==> src/rtl/serial_frame_tx.sv <==
// Parallel-to-serial frame transmitter: one-cycle ld start marker, then the
// word MSB-first on sout, with done flagging the final payload bit.
module serial_frame_tx #(
  parameter int unsigned WIDTH = 6,
  parameter int unsigned CNT_W = 3
) (
  input  logic             clk,
  input  logic             clear,
  input  logic [WIDTH-1:0] din,
  input  logic             din_valid,
  output logic             din_ready,
  output logic             ld,
  output logic             sout,
  output logic             busy,
  output logic             done
);

  typedef enum logic [1:0] {
    IDLE  = 2'd0,
    START = 2'd1,
    SHIFT = 2'd2
  } state_e;

  localparam int unsigned LastCnt = WIDTH - 1;

  state_e           state_q, state_d;
  logic [WIDTH-1:0] shreg_q, shreg_d;
  logic [CNT_W-1:0] cnt_q,   cnt_d;
  logic             ld_q,    ld_d;
  logic             sout_q,  sout_d;
  logic             busy_q,  busy_d;
  logic             done_q,  done_d;
  logic             last_bit;
  logic             xfer;

  // Ready is a pure state/count decode so it never loops back through din_valid.
  assign last_bit  = (state_q == SHIFT) && (cnt_q == '0);
  assign din_ready = (state_q == IDLE) || last_bit;
  assign xfer      = din_valid && din_ready;

  always_comb begin
    state_d = state_q;
    shreg_d = shreg_q;
    cnt_d   = cnt_q;
    unique case (state_q)
      IDLE: begin
        if (xfer) begin
          shreg_d = din;
          state_d = START;
        end
      end
      START: begin
        cnt_d   = CNT_W'(LastCnt);
        state_d = SHIFT;
      end
      SHIFT: begin
        // Exit is decided at cnt=0 before any decrement, so cnt never wraps.
        if (cnt_q == '0) begin
          if (xfer) begin
            shreg_d = din;
            state_d = START;
          end else begin
            shreg_d = shreg_q << 1;
            state_d = IDLE;
          end
        end else begin
          shreg_d = shreg_q << 1;
          cnt_d   = cnt_q - CNT_W'(1);
        end
      end
      default: begin
        state_d = IDLE;
        shreg_d = '0;
        cnt_d   = '0;
      end
    endcase
  end

  // Registered outputs are decoded from the next-state values.
  always_comb begin
    ld_d   = 1'b0;
    sout_d = 1'b0;
    busy_d = 1'b0;
    done_d = 1'b0;
    unique case (state_d)
      START: begin
        ld_d   = 1'b1;
        busy_d = 1'b1;
      end
      SHIFT: begin
        sout_d = shreg_d[WIDTH-1];
        busy_d = 1'b1;
        done_d = (cnt_d == '0);
      end
      default: begin
        ld_d   = 1'b0;
      end
    endcase
  end

  always_ff @(posedge clk or negedge clear) begin
    if (!clear) begin
      state_q <= IDLE;
      shreg_q <= '0;
      cnt_q   <= '0;
      ld_q    <= 1'b0;
      sout_q  <= 1'b0;
      busy_q  <= 1'b0;
      done_q  <= 1'b0;
    end else begin
      state_q <= state_d;
      shreg_q <= shreg_d;
      cnt_q   <= cnt_d;
      ld_q    <= ld_d;
      sout_q  <= sout_d;
      busy_q  <= busy_d;
      done_q  <= done_d;
    end
  end

  assign ld   = ld_q;
  assign sout = sout_q;
  assign busy = busy_q;
  assign done = done_q;

endmodule

==> config.mk <==
export PLATFORM = sky130hd
export DESIGN_NAME = serial_frame_tx
export DESIGN_NICKNAME = d
export VERILOG_FILES = /design/src/rtl/serial_frame_tx.sv
export SDC_FILE = /design/constraint.sdc
export NUM_CORES = 1
export LEC_CHECK = 0
export BUFFER_PORTS_ARGS = -buffer_cell sky130_fd_sc_hd__buf_2
export CORE_UTILIZATION = 47
export DETAILED_ROUTE_END_ITERATION = 8
export GPL_TIMING_DRIVEN = 0
export PLACE_DENSITY = 0.72
export SLEW_MARGIN = 20
export SYNTH_ARGS = -nofsm -noshare
export SYNTH_HDL_FRONTEND = slang
export SYNTH_SLANG_ARGS = --single-unit
export TNS_END_PERCENT = 50
==> constraint.sdc <==
create_clock -name clk -period 1.34 [get_ports clk]
set_input_delay 0.067 -clock clk [delete_from_list [all_inputs] [get_ports clk]]
set_output_delay 0.067 -clock clk [all_outputs]
set_load 0.02 [all_outputs]
# Yosys cells after proc, flatten, opt, wreduce, memory -nomap -nowiden
# Index checks and enable logic that the tools add are counted.
[word_totals]
register_bits = 15
in_bits = 9
out_inout_bits = 5
wordCells = 37
[op_classes]
add_sub_neg = 1
n_mux = 14
n_reduce_logical = 8
n_eq_ne = 5
bitwise_logic = 1
[op_table]
columns = ["op", "count"]
rows = [
  ["two-way mux 6 bit", 3],
  ["one-hot mux 6 bit (3 select lines)", 1],
  ["one-hot mux 3 bit (3 select lines)", 1],
  ["logical NOT 3 bit", 2],
  ["one-hot mux 2 bit (3 select lines)", 1],
  ["two-way mux 1 bit", 5],
  ["equality test 2 x 1 -> 1 bit, second input constant", 2],
  ["equality test 2 bit, second input constant", 2],
  ["two-way mux 2 bit", 2],
  ["two-way mux 3 bit", 1],
  ["subtractor 3 x 1 -> 3 bit, second input constant", 1],
  ["logical AND 1 bit", 2],
  ["logical NOT 2 bit", 1],
  ["!= test 2 bit, second input constant", 1],
  ["AND reduction 2 bit", 1],
  ["OR reduction 2 bit", 1],
  ["logical OR 1 bit", 1],
  ["inverter 1 bit", 1],
]

# Logic depth before layout (Yosys ltp)
[depth]
ltp_word = 10
depth_mapped = 8

# Least setup slack after synthesis
# No wires, ideal clock.
[synth_path]
path_type = "register to register"
start = "register cnt_q[0]"
end = "register done_q (netlist: done)"
n_path_buf = 0
arrival_ns = 1.580
path_stages_with_launch = 7
path_slack_ns = -0.328
setup_ns = 0.088
synth_period_minus_slack_ns = 1.668
required_time_ns = 1.252
cell_sequence = "dfrtp_1 inv_1 ha_1 nand2b_1 a21oi_1 a32oi_1 nor3b_1"
[synth_via]
elab_chain_cells = 9
elab_cells_between_ends = 14
classes_between = "add/sub (1); eq/ne (1); mux (7); reduce/logical (5)"
[synth_rtl]
columns = ["element", "line", "text"]
rows = [
  ["from (decl)", "28", "logic [CNT_W-1:0] cnt_q, cnt_d;"],
  ["from (signal assigned)", "113", "cnt_q <= cnt_d;"],
  ["logical NOT 3 bit (*)", "37", "assign last_bit = (state_q == SHIFT) && (cnt_q == '0);"],
  ["logical AND 1 bit (*)", "37", ""],
  ["logical OR 1 bit (*)", "38", "assign din_ready = (state_q == IDLE) || last_bit;"],
  ["named net din_ready", "11", "output logic din_ready,"],
  ["logical AND 1 bit (*)", "39", "assign xfer = din_valid && din_ready;"],
  ["two-way mux 1 bit", "59", "if (xfer) begin"],
  ["two-way mux 2 bit", "58", "if (cnt_q == '0) begin"],
  ["one-hot mux 2 bit (3 select lines) (*)", "45", "unique case (state_q)"],
  ["equality test 2 bit (*)", "85", "unique case (state_d)"],
  ["two-way mux 1 bit (*)", "85", ""],
  ["named net done_d", "32", "logic done_q, done_d;"],
  ["to (signal assigned)", "117", "done_q <= done_d;"],
  ["to (decl)", "32", ""],
]
# The timed path passes the listed nets; every way through them passes the cells marked *.
# A chain may end at the register's enable or synchronous reset.

# Worst setup path after layout
[layout_path]
start = "register cnt_q[0]"
end = "register done_q (netlist: done)"
[layout_via]
elab_cells_between_ends = 14
classes_between = "add/sub (1); eq/ne (1); mux (7); reduce/logical (5)"
[layout_rtl]
columns = ["element", "line", "text"]
rows = [
  ["logical NOT 3 bit (*)", "37, 58", ""],
  ["logical AND 1 bit", "37", ""],
  ["logical OR 1 bit", "38", ""],
  ["logical AND 1 bit", "39", ""],
  ["two-way mux 2 bit", "47", "if (xfer) begin"],
  ["one-hot mux 2 bit (3 select lines) (*)", "45", ""],
  ["named net state_d[1]", "26", "state_e state_q, state_d;"],
  ["equality test 2 bit (*)", "85", ""],
  ["two-way mux 1 bit (*)", "85", ""],
  ["named net done_d", "32", ""],
]
# Marked as above.

==> run_results.csv <==
group,metric,value,unit
sta,setup_viol,10,
finish,drive_above_1_share,0.455,
placed_design,place_area,930,sq um
power,seqPwrFrac,0.309,
power,power-per-cell-area,2420,mW/mm^2
flow_run,max_cap_violations,0,
routing,vias,649,
finish,post-route-util,0.709,
sta,tightest_slew,0.442,ns
routing,wl_per_cell,16.0,um
sta,skew,0.00319,ns
floorplanning,io_pins,14,
finish,most-common-layout-cells,"dfrtp_1 (15), buf_2 (12), buf_4 (9)",
setup_path,critical_path_arrival,1.67,ns
global_route,grt_pass1_wl,3110,um
routing,vias_per_cell,5.64,
clocking,clk_path_buf_depth,2,
floorplanning,die_area,0.00187,sq mm
sta,rsz0062_at_grt,"yes",
power,comb_power_share,0.589,
synth,synth_seq_cells,15,
routing,ant_nets,0,
clocking,root_buffer,"clkbuf_4",
floorplanning,fp.dieW,43.2,um
routing,drt_wl_total,1840,um
sta,slew_headroom,0.705,
global_route,met1_usage,0.256,
synth,synth_top_area_frac,0.470,
routing,drc_errors,0,
global_route,grt_pass1_vias,722,
synth,synth_warnings,0,
power,ir_drop,1510,uV
sta,fin_ws,-0.116,ns
placed_design,dp_hpwl,1170,um
global_route,top_usage_layer,"met2",
setup_path,critPathKind,"register to register",
sta,finalCritPeriodShare,1.09,
power,p_sw,1.07,mW
synth,syn-mean-instance-area,11.1,sq um
synth,synth_area,798,sq um
power,power.leakage,0.529,nW
floorplanning,core_area,0.00154,sq mm
sta,hold_viol_final,0,
placed_design,gp_congestion,0.773,
clocking,clkSlewWorstSetupHoldPaths,0.10,ns
finish,area_growth,36.8,%
floorplanning,die_h,43.2,um
global_route,grt_overflow,0,
floorplanning,start_util,0.518,
setup_path,crit_fanout,4,
sta,clock.fmax,687,MHz
synth,postSynthCellCount,72,
clocking,cts_tree,"yes",
power,p_clk_frac,0.102,
synth,synth_nets,85,
global_route,antenna_found_initial,0,
clocking,clk_latency,0.29,ns
global_route,track_usage,0.237,
synth,synth_cell_types,33,
global_route,met2_usage,0.418,
setup_path,end_kind,"register",
sta,report.final.slew_viol_count,0,
clocking,h-tree-depth,1,
synth,synth_top_area_cell,"dfrtp_1",
finish,diodes,0,
sta,min_period,1.46,ns
synth,synth-seq-area-share,0.470,
finish,fin_nets,113,
setup_path,required,1.55,ns
finish,stdcell_area,0.00109,sq mm
sta,whs,0.0173,ns
synth,synth_area_leaders,"dfrtp_1 (47%), mux2i_1 (8.8%), ha_1 (6.3%), nand2_1 (2.4%), nand2b_1 (2.4%)",
clocking,cts_made_buffers,3,
finish,final_common_cell,"dfrtp_1",
status,status,"finished with violations",
power,internal_power,1.57,mW
global_route,grt_max_degree,16,
status,violations,"negative setup slack",
global_route,grt_use_met3,0.0468,
setup_path,cp-start-kind,"register",
floorplanning,std_cell_rows,14,
routing,drt_iter0_markers,7,
clocking,cts_sinks,15,
placed_design,portBuffers,13,
routing,drt-pass1-iter-count,4,
hold_path,hold_path_class,"input pin to register",
power,swShare,0.405,
[synth_stat cells (all sizes together)]
cell,count
o221a,1
a32oi,1
or2,1
and2,1
nor2,1
a31o,1
nand2b,4
dfrtp,15
o21ai,3
or4b,1
a22oi,1
clkbuf,1
nor2b,3
ha,4
buf,2
a211oi,1
mux2i,7
mux2,1
o21a,1
nand3,2
nand2,5
a21oi,3
nor3b,1
a311oi,1
a21o,1
o22ai,3
inv,5
nand4bb,1
[timing repair]
action / in CTS / in global routing
hold buffers: 1 / 0
endpoints found under the setup margin: 11 / 13
endpoints found under the hold margin: 15 / 0
gates cloned: 0 / 0
gates resized for setup: 9 / 3
buffers inserted: 8 / 1
pin swaps: 4 / 2
[registers in the layout, summed over array words and instances (netlist names)]
name	flops
shreg_q	6
cnt_q	3
state_q	2
ld	1
busy	1
done	1
sout	1
[metal layers]
metal | routed length [um] | up-vias | share of wire
met1 | 770 | 316 | 0.42
met2 | 953 | 16 | 0.52
met3 | 66 | 6 | 0.036
li1 | - | 311 | -
met5 | 0 | - | 0
met4 | 48 | 0 | 0.026
[layout make-up]
type / instances / area, sq um
plain buffers: 3 / 26.3
clock buffers: 3 / 22.5
clock inverters: 1 / 5.00
fillers: 114 / 449
inverters: 5 / 18.8
multi-input cells: 49 / 475
flip-flops and latches: 15 / 375
well taps: 16 / 20.0
repair buffers: 23 / 149
[cell families after synthesis]
group                    Yosys count  share of synthesized area
buffers and inverters              8                     0.0517
flip-flops                        15                      0.470
adder cells (fa/ha/maj)            4                     0.0627
AO/OA/AOI/OAI                     17                      0.146
AND/OR/NAND/NOR                   20                      0.168
multiplexers                       8                      0.102
[final timing paths]
| check | startpoint | to | slack (ns) | depth (start not counted) |
|---|---|---|---|---|
| max in group asynchronous | clear | cnt_q[2]$_DFF_PN0_ | 0.89 | 2 |
| hold / removal | din[0] | shreg_q[0]$_DFFE_PN0P_ | 0.02 | 3 |
| hold reg to reg | cnt_q[1]$_DFF_PN0_ | cnt_q[1]$_DFF_PN0_ | 0.54 | 2 |
| min in group asynchronous | clear | shreg_q[0]$_DFFE_PN0P_ | 0.20 | 2 |
| setup / recovery | cnt_q[0]$_DFF_PN0_ | done$_DFF_PN0_ | -0.12 | 8 |
| setup reg to reg | cnt_q[0]$_DFF_PN0_ | done$_DFF_PN0_ | -0.12 | 8 |
[power by group through the flow]
stage / logic, mW / clock network [mW] / registers [mW]
after global routing: 1.69 / 0.290 / 0.833
after global placement: 1.15 / 0 / 0.798
after floorplan: 0.866 / 0 / 0.836
final: 1.55 / 0.269 / 0.816
after CTS: 1.49 / 0.280 / 0.801
after detailed placement: 1.19 / 0 / 0.803
[metrics by stage]
stage	setup TNS (ns)	cells	setup WS (ns)	power, mW
floorplan	-0.0379	72	-0.0227	1.70
global placement	-0.506	101	-0.140	1.94
detailed placement	-0.617	101	-0.146	1.99
CTS	-0.561	114	-0.0867	2.57
global route	-1.44	115	-0.194	2.81
finish	-0.584	115	-0.116	2.64
[worst max-delay path: stages (launching register included)]
cell and delay (ns):
dfrtp_1 0.39, inv_2 0.07, ha_4 0.18, nand2b_4 0.11, nand2_4 0.06, o21a_1 0.20
inv_2 0.08, ha_4 0.13, nor3b_1 0.16
No activity file was read; power rests on OpenSTA's default activity.
